`config.mk`:
```
export PLATFORM = sky130hd
export DESIGN_NAME = axi4_lite_cmd_master_flat
export DESIGN_NICKNAME = d
export VERILOG_FILES = /design/src/rtl/axi4_lite_pkg.sv /design/src/rtl/axi4_lite_cmd_master_if.sv /design/src/rtl/axi4_lite_cmd_master.sv /design/src/flat_wrapper.sv
export SDC_FILE = /design/constraint.sdc
export NUM_CORES = 1
export LEC_CHECK = 0
export ABC_AREA = 1
export CAP_MARGIN = 20
export CORE_ASPECT_RATIO = 1.75
export CORE_MARGIN = 5
export CORE_UTILIZATION = 40
export DETAILED_ROUTE_END_ITERATION = 8
export MAX_ROUTING_LAYER = met4
export PLACE_DENSITY_LB_ADDON = 0.05
export SYNTH_ARGS = -nofsm -noshare
export SYNTH_HDL_FRONTEND = slang
export SYNTH_SLANG_ARGS = --single-unit
```
`constraint.sdc`:
```
create_clock -name clk -period 1.6 [get_ports clk]
set_input_delay 0.16 -clock clk [delete_from_list [all_inputs] [get_ports clk]]
set_output_delay 0.16 -clock clk [all_outputs]
set_load 0.05 [all_outputs]
```
`src/rtl/axi4_lite_pkg.sv`:
```
// axi4_lite_pkg: AXI4-Lite response codes and command-master state encoding
package axi4_lite_pkg;
  localparam logic [1:0] RESP_OKAY   = 2'b00;
  localparam logic [1:0] RESP_SLVERR = 2'b10;
  typedef enum logic [2:0] {IDLE, WR, WR_B, RD_AR, RD_R, RSP} state_t;
endpackage

```
`src/rtl/axi4_lite_cmd_master_if.sv`:
```
// axi4_lite_cmd_master_if: AXI4-Lite bus bundle between the command master and the register slaves
interface axi4_lite_cmd_master_if #(
  parameter int ADDR_W = 32,
  parameter int DATA_W = 32
);
  logic [ADDR_W-1:0] AWADDR;
  logic              AWVALID;
  logic              AWREADY;
  logic [DATA_W-1:0] WDATA;
  logic              WVALID;
  logic              WREADY;
  logic [1:0]        BRESP;
  logic              BVALID;
  logic              BREADY;
  logic [ADDR_W-1:0] ARADDR;
  logic              ARVALID;
  logic              ARREADY;
  logic [DATA_W-1:0] RDATA;
  logic [1:0]        RRESP;
  logic              RVALID;
  logic              RREADY;
  modport master (
    output AWADDR, AWVALID, WDATA, WVALID, BREADY, ARADDR, ARVALID, RREADY,
    input  AWREADY, WREADY, BRESP, BVALID, ARREADY, RDATA, RRESP, RVALID
  );
  modport slave (
    input  AWADDR, AWVALID, WDATA, WVALID, BREADY, ARADDR, ARVALID, RREADY,
    output AWREADY, WREADY, BRESP, BVALID, ARREADY, RDATA, RRESP, RVALID
  );
endinterface

```
`src/rtl/axi4_lite_cmd_master.sv`:
```
// axi4_lite_cmd_master: turns one valid/ready command at a time into an AXI4-Lite read or write
module axi4_lite_cmd_master
  import axi4_lite_pkg::*;
#(
  parameter int              ADDR_W  = 32,
  parameter int              DATA_W  = 32,
  parameter logic [ADDR_W-1:0] ADDR_LO = 32'h80000000
) (
  input  logic              clk,
  input  logic              reset,
  input  logic              cmd_valid,
  output logic              cmd_ready,
  input  logic              cmd_write,
  input  logic [ADDR_W-1:0] cmd_addr,
  input  logic [DATA_W-1:0] cmd_wdata,
  output logic              rsp_valid,
  input  logic              rsp_ready,
  output logic              rsp_write,
  output logic [DATA_W-1:0] rsp_rdata,
  output logic [1:0]        rsp_resp,
  axi4_lite_cmd_master_if.master axi
);
  state_t state;
  logic   aw_done, w_done;
  logic   aw_fin, w_fin;
  assign aw_fin = aw_done | (axi.AWVALID & axi.AWREADY);
  assign w_fin  = w_done  | (axi.WVALID  & axi.WREADY);
  always_ff @(posedge clk or negedge reset) begin
    if (!reset) begin
      state       <= IDLE;
      cmd_ready   <= 1'b0;
      rsp_valid   <= 1'b0;
      rsp_write   <= 1'b0;
      rsp_rdata   <= '0;
      rsp_resp    <= RESP_OKAY;
      aw_done     <= 1'b0;
      w_done      <= 1'b0;
      axi.AWADDR  <= '0;
      axi.AWVALID <= 1'b0;
      axi.WDATA   <= '0;
      axi.WVALID  <= 1'b0;
      axi.BREADY  <= 1'b0;
      axi.ARADDR  <= '0;
      axi.ARVALID <= 1'b0;
      axi.RREADY  <= 1'b0;
    end else begin
      case (state)
        IDLE: begin
          if (cmd_valid && cmd_ready) begin
            cmd_ready <= 1'b0;
            rsp_write <= cmd_write;
            // illegal addresses are answered locally and never reach the bus
            if (cmd_addr[1:0] != 2'b00 || cmd_addr < ADDR_LO) begin
              state     <= RSP;
              rsp_valid <= 1'b1;
              rsp_resp  <= RESP_SLVERR;
              rsp_rdata <= '0;
            end else if (cmd_write) begin
              state       <= WR;
              axi.AWADDR  <= cmd_addr;
              axi.WDATA   <= cmd_wdata;
              axi.AWVALID <= 1'b1;
              axi.WVALID  <= 1'b1;
            end else begin
              state       <= RD_AR;
              axi.ARADDR  <= cmd_addr;
              axi.ARVALID <= 1'b1;
            end
          end else begin
            cmd_ready <= 1'b1;
          end
        end
        WR: begin
          axi.AWVALID <= axi.AWVALID & ~axi.AWREADY;
          axi.WVALID  <= axi.WVALID  & ~axi.WREADY;
          aw_done     <= aw_fin & ~w_fin;
          w_done      <= w_fin  & ~aw_fin;
          if (aw_fin && w_fin) begin
            state      <= WR_B;
            axi.BREADY <= 1'b1;
          end
        end
        WR_B: begin
          if (axi.BVALID) begin
            state      <= RSP;
            axi.BREADY <= 1'b0;
            rsp_valid  <= 1'b1;
            rsp_resp   <= axi.BRESP;
            rsp_rdata  <= '0;
          end
        end
        RD_AR: begin
          if (axi.ARREADY) begin
            state       <= RD_R;
            axi.ARVALID <= 1'b0;
            axi.RREADY  <= 1'b1;
          end
        end
        RD_R: begin
          if (axi.RVALID) begin
            state      <= RSP;
            axi.RREADY <= 1'b0;
            rsp_valid  <= 1'b1;
            rsp_resp   <= axi.RRESP;
            rsp_rdata  <= axi.RDATA;
          end
        end
        RSP: begin
          if (rsp_ready) begin
            state     <= IDLE;
            rsp_valid <= 1'b0;
            cmd_ready <= 1'b1;
          end
        end
        default: state <= IDLE;
      endcase
    end
  end
endmodule

```
`src/flat_wrapper.sv`:
```
// flat-port wrapper written by rule: the top's interface ports become plain ports
module axi4_lite_cmd_master_flat import axi4_lite_pkg::*;
#(
  parameter int              ADDR_W  = 32,
  parameter int              DATA_W  = 32,
  parameter logic [ADDR_W-1:0] ADDR_LO = 32'h80000000
)
  (clk, reset, cmd_valid, cmd_ready, cmd_write, cmd_addr, cmd_wdata, rsp_valid, rsp_ready, rsp_write, rsp_rdata, rsp_resp, axi_AWADDR, axi_AWVALID, axi_WDATA, axi_WVALID, axi_BREADY, axi_ARADDR, axi_ARVALID, axi_RREADY, axi_AWREADY, axi_WREADY, axi_BRESP, axi_BVALID, axi_ARREADY, axi_RDATA, axi_RRESP, axi_RVALID);
  axi4_lite_cmd_master_if #(.ADDR_W(ADDR_W), .DATA_W(DATA_W)) axi_i ();
  input  logic clk;
  input  logic reset;
  input  logic cmd_valid;
  output logic cmd_ready;
  input  logic cmd_write;
  input  logic [ADDR_W-1:0] cmd_addr;
  input  logic [DATA_W-1:0] cmd_wdata;
  output logic rsp_valid;
  input  logic rsp_ready;
  output logic rsp_write;
  output logic [DATA_W-1:0] rsp_rdata;
  output logic [1:0] rsp_resp;
  output wire logic [$bits(axi_i.AWADDR)-1:0] axi_AWADDR;
  output wire logic [$bits(axi_i.AWVALID)-1:0] axi_AWVALID;
  output wire logic [$bits(axi_i.WDATA)-1:0] axi_WDATA;
  output wire logic [$bits(axi_i.WVALID)-1:0] axi_WVALID;
  output wire logic [$bits(axi_i.BREADY)-1:0] axi_BREADY;
  output wire logic [$bits(axi_i.ARADDR)-1:0] axi_ARADDR;
  output wire logic [$bits(axi_i.ARVALID)-1:0] axi_ARVALID;
  output wire logic [$bits(axi_i.RREADY)-1:0] axi_RREADY;
  input wire logic [$bits(axi_i.AWREADY)-1:0] axi_AWREADY;
  input wire logic [$bits(axi_i.WREADY)-1:0] axi_WREADY;
  input wire logic [$bits(axi_i.BRESP)-1:0] axi_BRESP;
  input wire logic [$bits(axi_i.BVALID)-1:0] axi_BVALID;
  input wire logic [$bits(axi_i.ARREADY)-1:0] axi_ARREADY;
  input wire logic [$bits(axi_i.RDATA)-1:0] axi_RDATA;
  input wire logic [$bits(axi_i.RRESP)-1:0] axi_RRESP;
  input wire logic [$bits(axi_i.RVALID)-1:0] axi_RVALID;
  assign axi_AWADDR = axi_i.AWADDR;
  assign axi_AWVALID = axi_i.AWVALID;
  assign axi_WDATA = axi_i.WDATA;
  assign axi_WVALID = axi_i.WVALID;
  assign axi_BREADY = axi_i.BREADY;
  assign axi_ARADDR = axi_i.ARADDR;
  assign axi_ARVALID = axi_i.ARVALID;
  assign axi_RREADY = axi_i.RREADY;
  assign axi_i.AWREADY = axi_AWREADY;
  assign axi_i.WREADY = axi_WREADY;
  assign axi_i.BRESP = axi_BRESP;
  assign axi_i.BVALID = axi_BVALID;
  assign axi_i.ARREADY = axi_ARREADY;
  assign axi_i.RDATA = axi_RDATA;
  assign axi_i.RRESP = axi_RRESP;
  assign axi_i.RVALID = axi_RVALID;
  axi4_lite_cmd_master #(.ADDR_W(ADDR_W), .DATA_W(DATA_W), .ADDR_LO(ADDR_LO)) u_core (.clk(clk), .reset(reset), .cmd_valid(cmd_valid), .cmd_ready(cmd_ready), .cmd_write(cmd_write), .cmd_addr(cmd_addr), .cmd_wdata(cmd_wdata), .rsp_valid(rsp_valid), .rsp_ready(rsp_ready), .rsp_write(rsp_write), .rsp_rdata(rsp_rdata), .rsp_resp(rsp_resp), .axi(axi_i));
endmodule
```
# After elaboration in Yosys (flattened, before gate mapping)

Cells that the tools add are included.

Memories: 0
Memory bits (writable): 0
Bits in latches: 0
Word-level logic and storage cells: 113
ROM bits: 0
Output and inout bits: 138
Register bits: 143

Bitwise logic cells: 14
Shifts and indexed selects: 0
Muxes and demuxes: 44
Order comparisons: 1
$mul: 0
Div/mod/pow operators: 0
Add/sub/neg operators: 0
Reductions and logical operators: 23
Equal/unequal tests: 15

Operator list:

| kind                                                            | count |
|---|---|
| 32-bit two-way mux                                              | 4 |
| 32-bit one-hot mux with 3 select lines                          | 1 |
| 32-bit < comparator, second input constant                      | 1 |
| 3-bit two-way mux                                               | 7 |
| 1-bit two-way mux                                               | 18 |
| 3-bit one-hot mux with 6 select lines                           | 1 |
| 2-bit != test, second input constant                            | 7 |
| 1-bit one-hot mux with 2 select lines                           | 6 |
| 4-bit AND reduction                                             | 3 |
| 6-bit AND reduction                                             | 2 |
| 2-bit nonzero test                                              | 6 |
| 2-bit two-way mux                                               | 5 |
| 5-bit AND reduction                                             | 2 |
| 1-bit bitwise AND                                               | 6 |
| 3-bit by 2-bit == test with 1-bit output, second input constant | 2 |
| 3-bit == test, second input constant                            | 2 |
| 2-bit by 1-bit != test with 1-bit output, second input constant | 3 |
| 1-bit NOT                                                       | 6 |
| 2-bit one-hot mux with 3 select lines                           | 1 |
| 3-bit AND reduction                                             | 2 |
| 1-bit one-hot mux with 4 select lines                           | 1 |
| 2-bit AND reduction                                             | 2 |
| 4-bit nonzero test                                              | 1 |
| 3-bit by 1-bit == test with 1-bit output, second input constant | 1 |
| 5 further kinds                                                 | 7 |

# Depth between registers and ports, before layout

Word-level depth: 5
Gate-level depth with buffers: 9

# Worst setup path after synthesis

OpenSTA, ideal clock, no wires.

Kind: reg2reg
Start point: register u_core.cmd_ready
End point: register u_core.axi.ARADDR[21]
Buffers on the path: 2
Path slack: -0.137 ns
Clock period less this slack: 1.737 ns
Required time: 1.466 ns
Arrival: 1.603 ns
Cell stages (with the launch flop): 8
Cell sequence: dfrtp_1 nand2_1 nor2_8 nand3_2 buf_4 buf_6 nand2_1 o21ai_0

Word-level cells in the longest chain between the ends: 2

Ends and longest elaborated chain:

| item                          | line                          | RTL |
|---|---|---|
| start: declaration            | axi4_lite_cmd_master.sv:12    | `output logic cmd_ready,` |
| start signal: assignment      | axi4_lite_cmd_master.sv:31    | `cmd_ready <= 1'b0;` |
| start signal: assignment      | axi4_lite_cmd_master.sv:50    | `cmd_ready <= 1'b0;` |
| start signal: assignment      | axi4_lite_cmd_master.sv:70    | `cmd_ready <= 1'b1;` |
| 1-bit logical AND             | axi4_lite_cmd_master.sv:49    | `if (cmd_valid && cmd_ready) begin` |
| 4-bit AND reduction (no line) | --                            |  |
| end signal: assignment        | axi4_lite_cmd_master.sv:66    | `axi.ARADDR <= cmd_addr;` |
| end: declaration              | axi4_lite_cmd_master_if.sv:23 | `output AWADDR, AWVALID, WDATA, WVALID, BREADY, ARADDR, ARVALID, RREADY,` |

No other way between the ends.
A chain may end at the register's enable or synchronous reset.

# Final worst setup path

Start point: register u_core.state[2]
End point: register u_core.axi.AWADDR[26]

Word-level cells in the longest chain between the ends: 2

Ends and longest elaborated chain:

| item                          | line                          | RTL |
|---|---|---|
| start: declaration            | axi4_lite_cmd_master.sv:23    | `state_t state;` |
| start signal: assignment      | axi4_lite_cmd_master.sv:30    | `state <= IDLE;` |
| start signal: assignment      | axi4_lite_cmd_master.sv:54    | `state <= RSP;` |
| start signal: assignment      | axi4_lite_cmd_master.sv:59    | `state <= WR;` |
| 3-bit zero test               | axi4_lite_cmd_master.sv:47    | `case (state)` |
| 4-bit AND reduction (no line) | --                            |  |
| end signal: assignment        | axi4_lite_cmd_master.sv:60    | `axi.AWADDR <= cmd_addr;` |
| end: declaration              | axi4_lite_cmd_master_if.sv:23 |  |

No other way between the ends.

==> impl_metrics.toml <==
[run_status]
status = "complete, no violations"

[layout]
final_net_count = 1081
syn_to_final_growth_pct = 51.8
layout.cells.most_common_list = "sky130_fd_sc_hd__nand2_1, sky130_fd_sc_hd__buf_4, sky130_fd_sc_hd__dfrtp_1"
fin_util_pct = 61.8
antenna-diode-count = 0
fraction_of_final_layout_cells_with_drive_strength_greater_than_1_pct = 22.3
layout_commonest_cell = "sky130_fd_sc_hd__nand2_1"

[job]
cap_violations = 0

[route]
dr_total_vias = 5599
detailedRoute.firstPassIterationCount = 6
wl_per_cell_um = 15.2
drc_violations = 0
remaining_antenna_violation_count_after_routing = 0
post_drt_via_cell_ratio = 4.80
wirelength_um = 17700
drtIter0Drc = 169

[yosys]
ranking_of_synthesized_cells_by_area = "sky130_fd_sc_hd__dfrtp_1, sky130_fd_sc_hd__nand2_1, sky130_fd_sc_hd__inv_1, sky130_fd_sc_hd__nand4_1, sky130_fd_sc_hd__o21ai_1"
ffs_latches_synth = 143
synth_cell_types = 24
synth_fp_nets = 817
synth-seq-area-share_pct = 58.9
ys_warn_count = 0
synth_area_in_simple_gates_pct = 26.4
netlist.area_leader.share_pct = 58.9
postSynthAreaPerCell_um2 = 8.59
synth_xor_area_share_pct = 0
synthesis.instances = 707
synthAdderAreaFrac_pct = 0
synth.mux.area_fraction_pct = 0
synth_compound_area_share_pct = 5.96
synth_area_leader_cell = "sky130_fd_sc_hd__dfrtp_1"
synth.cell_area_um2 = 6070
dominant_combinational_cell_family_by_area_after_synthesis = "simple AND/OR/NAND/NOR gates"

[power]
p_int_uw = 11400
net-switching-power_uw = 11600
total_leakage_power_uw = 0.00506
power.share.combinational_pct = 55.7
power_switching_share_pct = 50.6
power_per_cell_area_nw_per_um2 = 2490
part_of_the_total_power_dissipated_in_sequential_elements_pct = 27.4
worst_voltage_drop_across_the_vdd_grid_mv = 1.27
power_frac_clock_pct = 16.9

[critical_path]
crit_path_max_incr_delay_ns = 0.45
setup_crit_path_kind = "flip-flop to flip-flop"
cpLargestDelayFamily = "simple AND/OR/NAND/NOR gates"
crit_chain = "nor2_8 -> nand2_4 -> nor2_8 -> nand3_4 -> buf_4 -> nand2_1 -> o21ai_1"
slowest_stage = "sky130_fd_sc_hd__dfrtp_1"
rr_startpoint = "u_core.state[2]$_DFFE_PN0P_"
timing.critical_path.required_ns = 1.90
worst_setup_path_end_kind = "flip-flop"
worst-path-buf-inv = 1
worstSetupStartpointType = "flip-flop"
worstPathMaxFanout = 18
r2r_end = "u_core.axi.AWADDR[26]$_DFFE_PN0P_"
critical_path_arrival_ns = 1.76
r2r_slack_ns = 0.14
crit_top_cell = "sky130_fd_sc_hd__nor2_8"
reg2reg_depth = 7

[hold_path]
hold_path.class = "input port to async pin"

[clocking]
clk_latency_ns = 0.41
tritoncts = "yes"
tritoncts.num_buffers = 17
cts_htree_levels = 4
cts_num_sinks = 143
cts.path.max_buffers = 2
cts_root_buf = "sky130_fd_sc_hd__clkbuf_16"
clock_pin_slew_reported_for_the_worst_setup_and_hold_paths_after_clock_tree_synthesis_ns = 0.07

[floorplanning]
floorplan.die.height_um = 173
dieArea_um2 = 17800
core-area_um2 = 14900
die_x_um = 103
std_cell_rows = 59
floorplan.initialDensity_pct = 40.7
io-pin-count = 248

[timing]
drv_slew = 0
hold_violations = 0
rsz0062_at_grt = "false"
fmax_mhz = 683
worst_hold_margin_ns = 0.227
layout_min_cycle_time_ns = 1.46
worst_slack_ns = 0.137
worst_max_slew_margin_expressed_relative_to_the_limit_pct = 74.2
final.setup.tns_ns = 0
clock_skew_ns = 0.0112
finalSetupViolCount = 0
period_share_pct = 91.4
max_slew.worst_pin.slew_ns = 0.388

[grt]
grt_start_max_net_pins = 59
number_of_antenna_violations_at_the_first_check_in_global_routing = 0
grt_remaining_overflow = 0
grt_pass1_vias = 5910
gr-usage-all-layers_pct = 21.1
wire_length_of_the_first_global_routing_pass_um = 29000

[placement]
place_worst_setup_slack_ns = -0.0319
final_hpwl_dp_um = 13300
gp_congestion = 0.840
port_buffers = 247
## power groups by stage
stage / clock network [uW] / registers (uW) / logic, uW
2_1_floorplan: 0 / 11700 / 2930
4_1_cts: 3980 / 6320 / 12900
6_report: 3880 / 6310 / 12800
3_5_place_dp: 0 / 6330 / 12900
5_1_grt: 4130 / 6540 / 13600
3_3_place_gp: 0 / 6290 / 12700
## worst max path at each step
| stage | slack, ns | from | end | cells after the start |
|---|---|---|---|---|
| 2_1_floorplan | 0.05 | u_core.cmd_ready$_DFFE_PN0P_ | u_core.axi.ARADDR[21]$_DFFE_PN0P_ | 7 |
| 3_3_place_gp | 0.003 | cmd_valid | u_core.axi.WDATA[21]$_DFFE_PN0P_ | 8 |
| 3_5_place_dp | -0.03 | cmd_valid | u_core.axi.WDATA[26]$_DFFE_PN0P_ | 8 |
| 4_1_cts | 0.01 | u_core.state[0]$_DFFE_PN0P_ | u_core.axi.WDATA[21]$_DFFE_PN0P_ | 8 |
| 5_1_grt | 0.02 | u_core.state[2]$_DFFE_PN0P_ | u_core.state[2]$_DFFE_PN0P_ | 8 |
| 6_report | 0.14 | u_core.state[2]$_DFFE_PN0P_ | u_core.axi.AWADDR[26]$_DFFE_PN0P_ | 7 |
## per-layer routing
metal	vias up	GRT usage [%]	wire length, um
met4	0	7.08	418
met2	199	36.1	9300
met3	33	5.56	1390
met5	-	-	0
li1	2732	-	-
met1	2635	23.3	6630
## state kept, by name, summed over array words and instances (netlist names)
name and cells:
u_core.rsp_write 1, u_core.rsp_resp 2, u_core.aw_done 1, u_core.axi.ARADDR 32, u_core.axi.WDATA 32, u_core.cmd_ready 1
u_core.w_done 1, u_core.axi.AWADDR 32, u_core.axi.AWVALID 1, u_core.axi.ARVALID 1, u_core.axi.BREADY 1, u_core.rsp_valid 1
u_core.axi.WVALID 1, u_core.axi.RREADY 1, u_core.state 3, u_core.rsp_rdata 32
## per-stage QoR
| stage | std cells | power (uW) | area [um2] |
|---|---|---|---|
| 2_1_floorplan | 707 | 14700 | 6070 |
| 3_3_place_gp | 1133 | 19000 | 8610 |
| 3_5_place_dp | 1133 | 19200 | 8610 |
| 4_1_cts | 1166 | 23200 | 9200 |
| 5_1_grt | 1167 | 24300 | 9220 |
| 6_report | 1167 | 23000 | 9220 |
## final cells by class
cell class | instances | area, um2
clock buffer | 18 | 429
clock inverter | 14 | 146
fill | 1291 | 5700
inverter | 85 | 322
multi-input combinational | 443 | 1970
sequential | 143 | 3580
tap | 183 | 229
timing repair buffer | 281 | 2540
## kinds of logic (layout without fill, tap and decap cells)
kind of cell           after synthesis  in the layout
buffers and inverters              121            398
DFF                                143            143
AOI/OAI and AO/OA                   69             69
and+or+nand+nor                    374            374
## cell usage after synthesis (all sizes together)
master,count
o22ai,2
clkbuf,13
nand2,264
o21ai,63
dfrtp,143
or2,2
nor2,49
buf,23
nor3,2
nand4,39
nand3,18
o21a,1
a21oi,3
inv,85
## repair_timing
item                       in CTS  in global routing
hold endpoints to repair       35                  0
setup endpoints to repair       0                128
setup buffers                   0                  1
hold buffers                    1                  0
resized for setup               0                  5
Note: power is estimated with default switching activity, not from simulation.
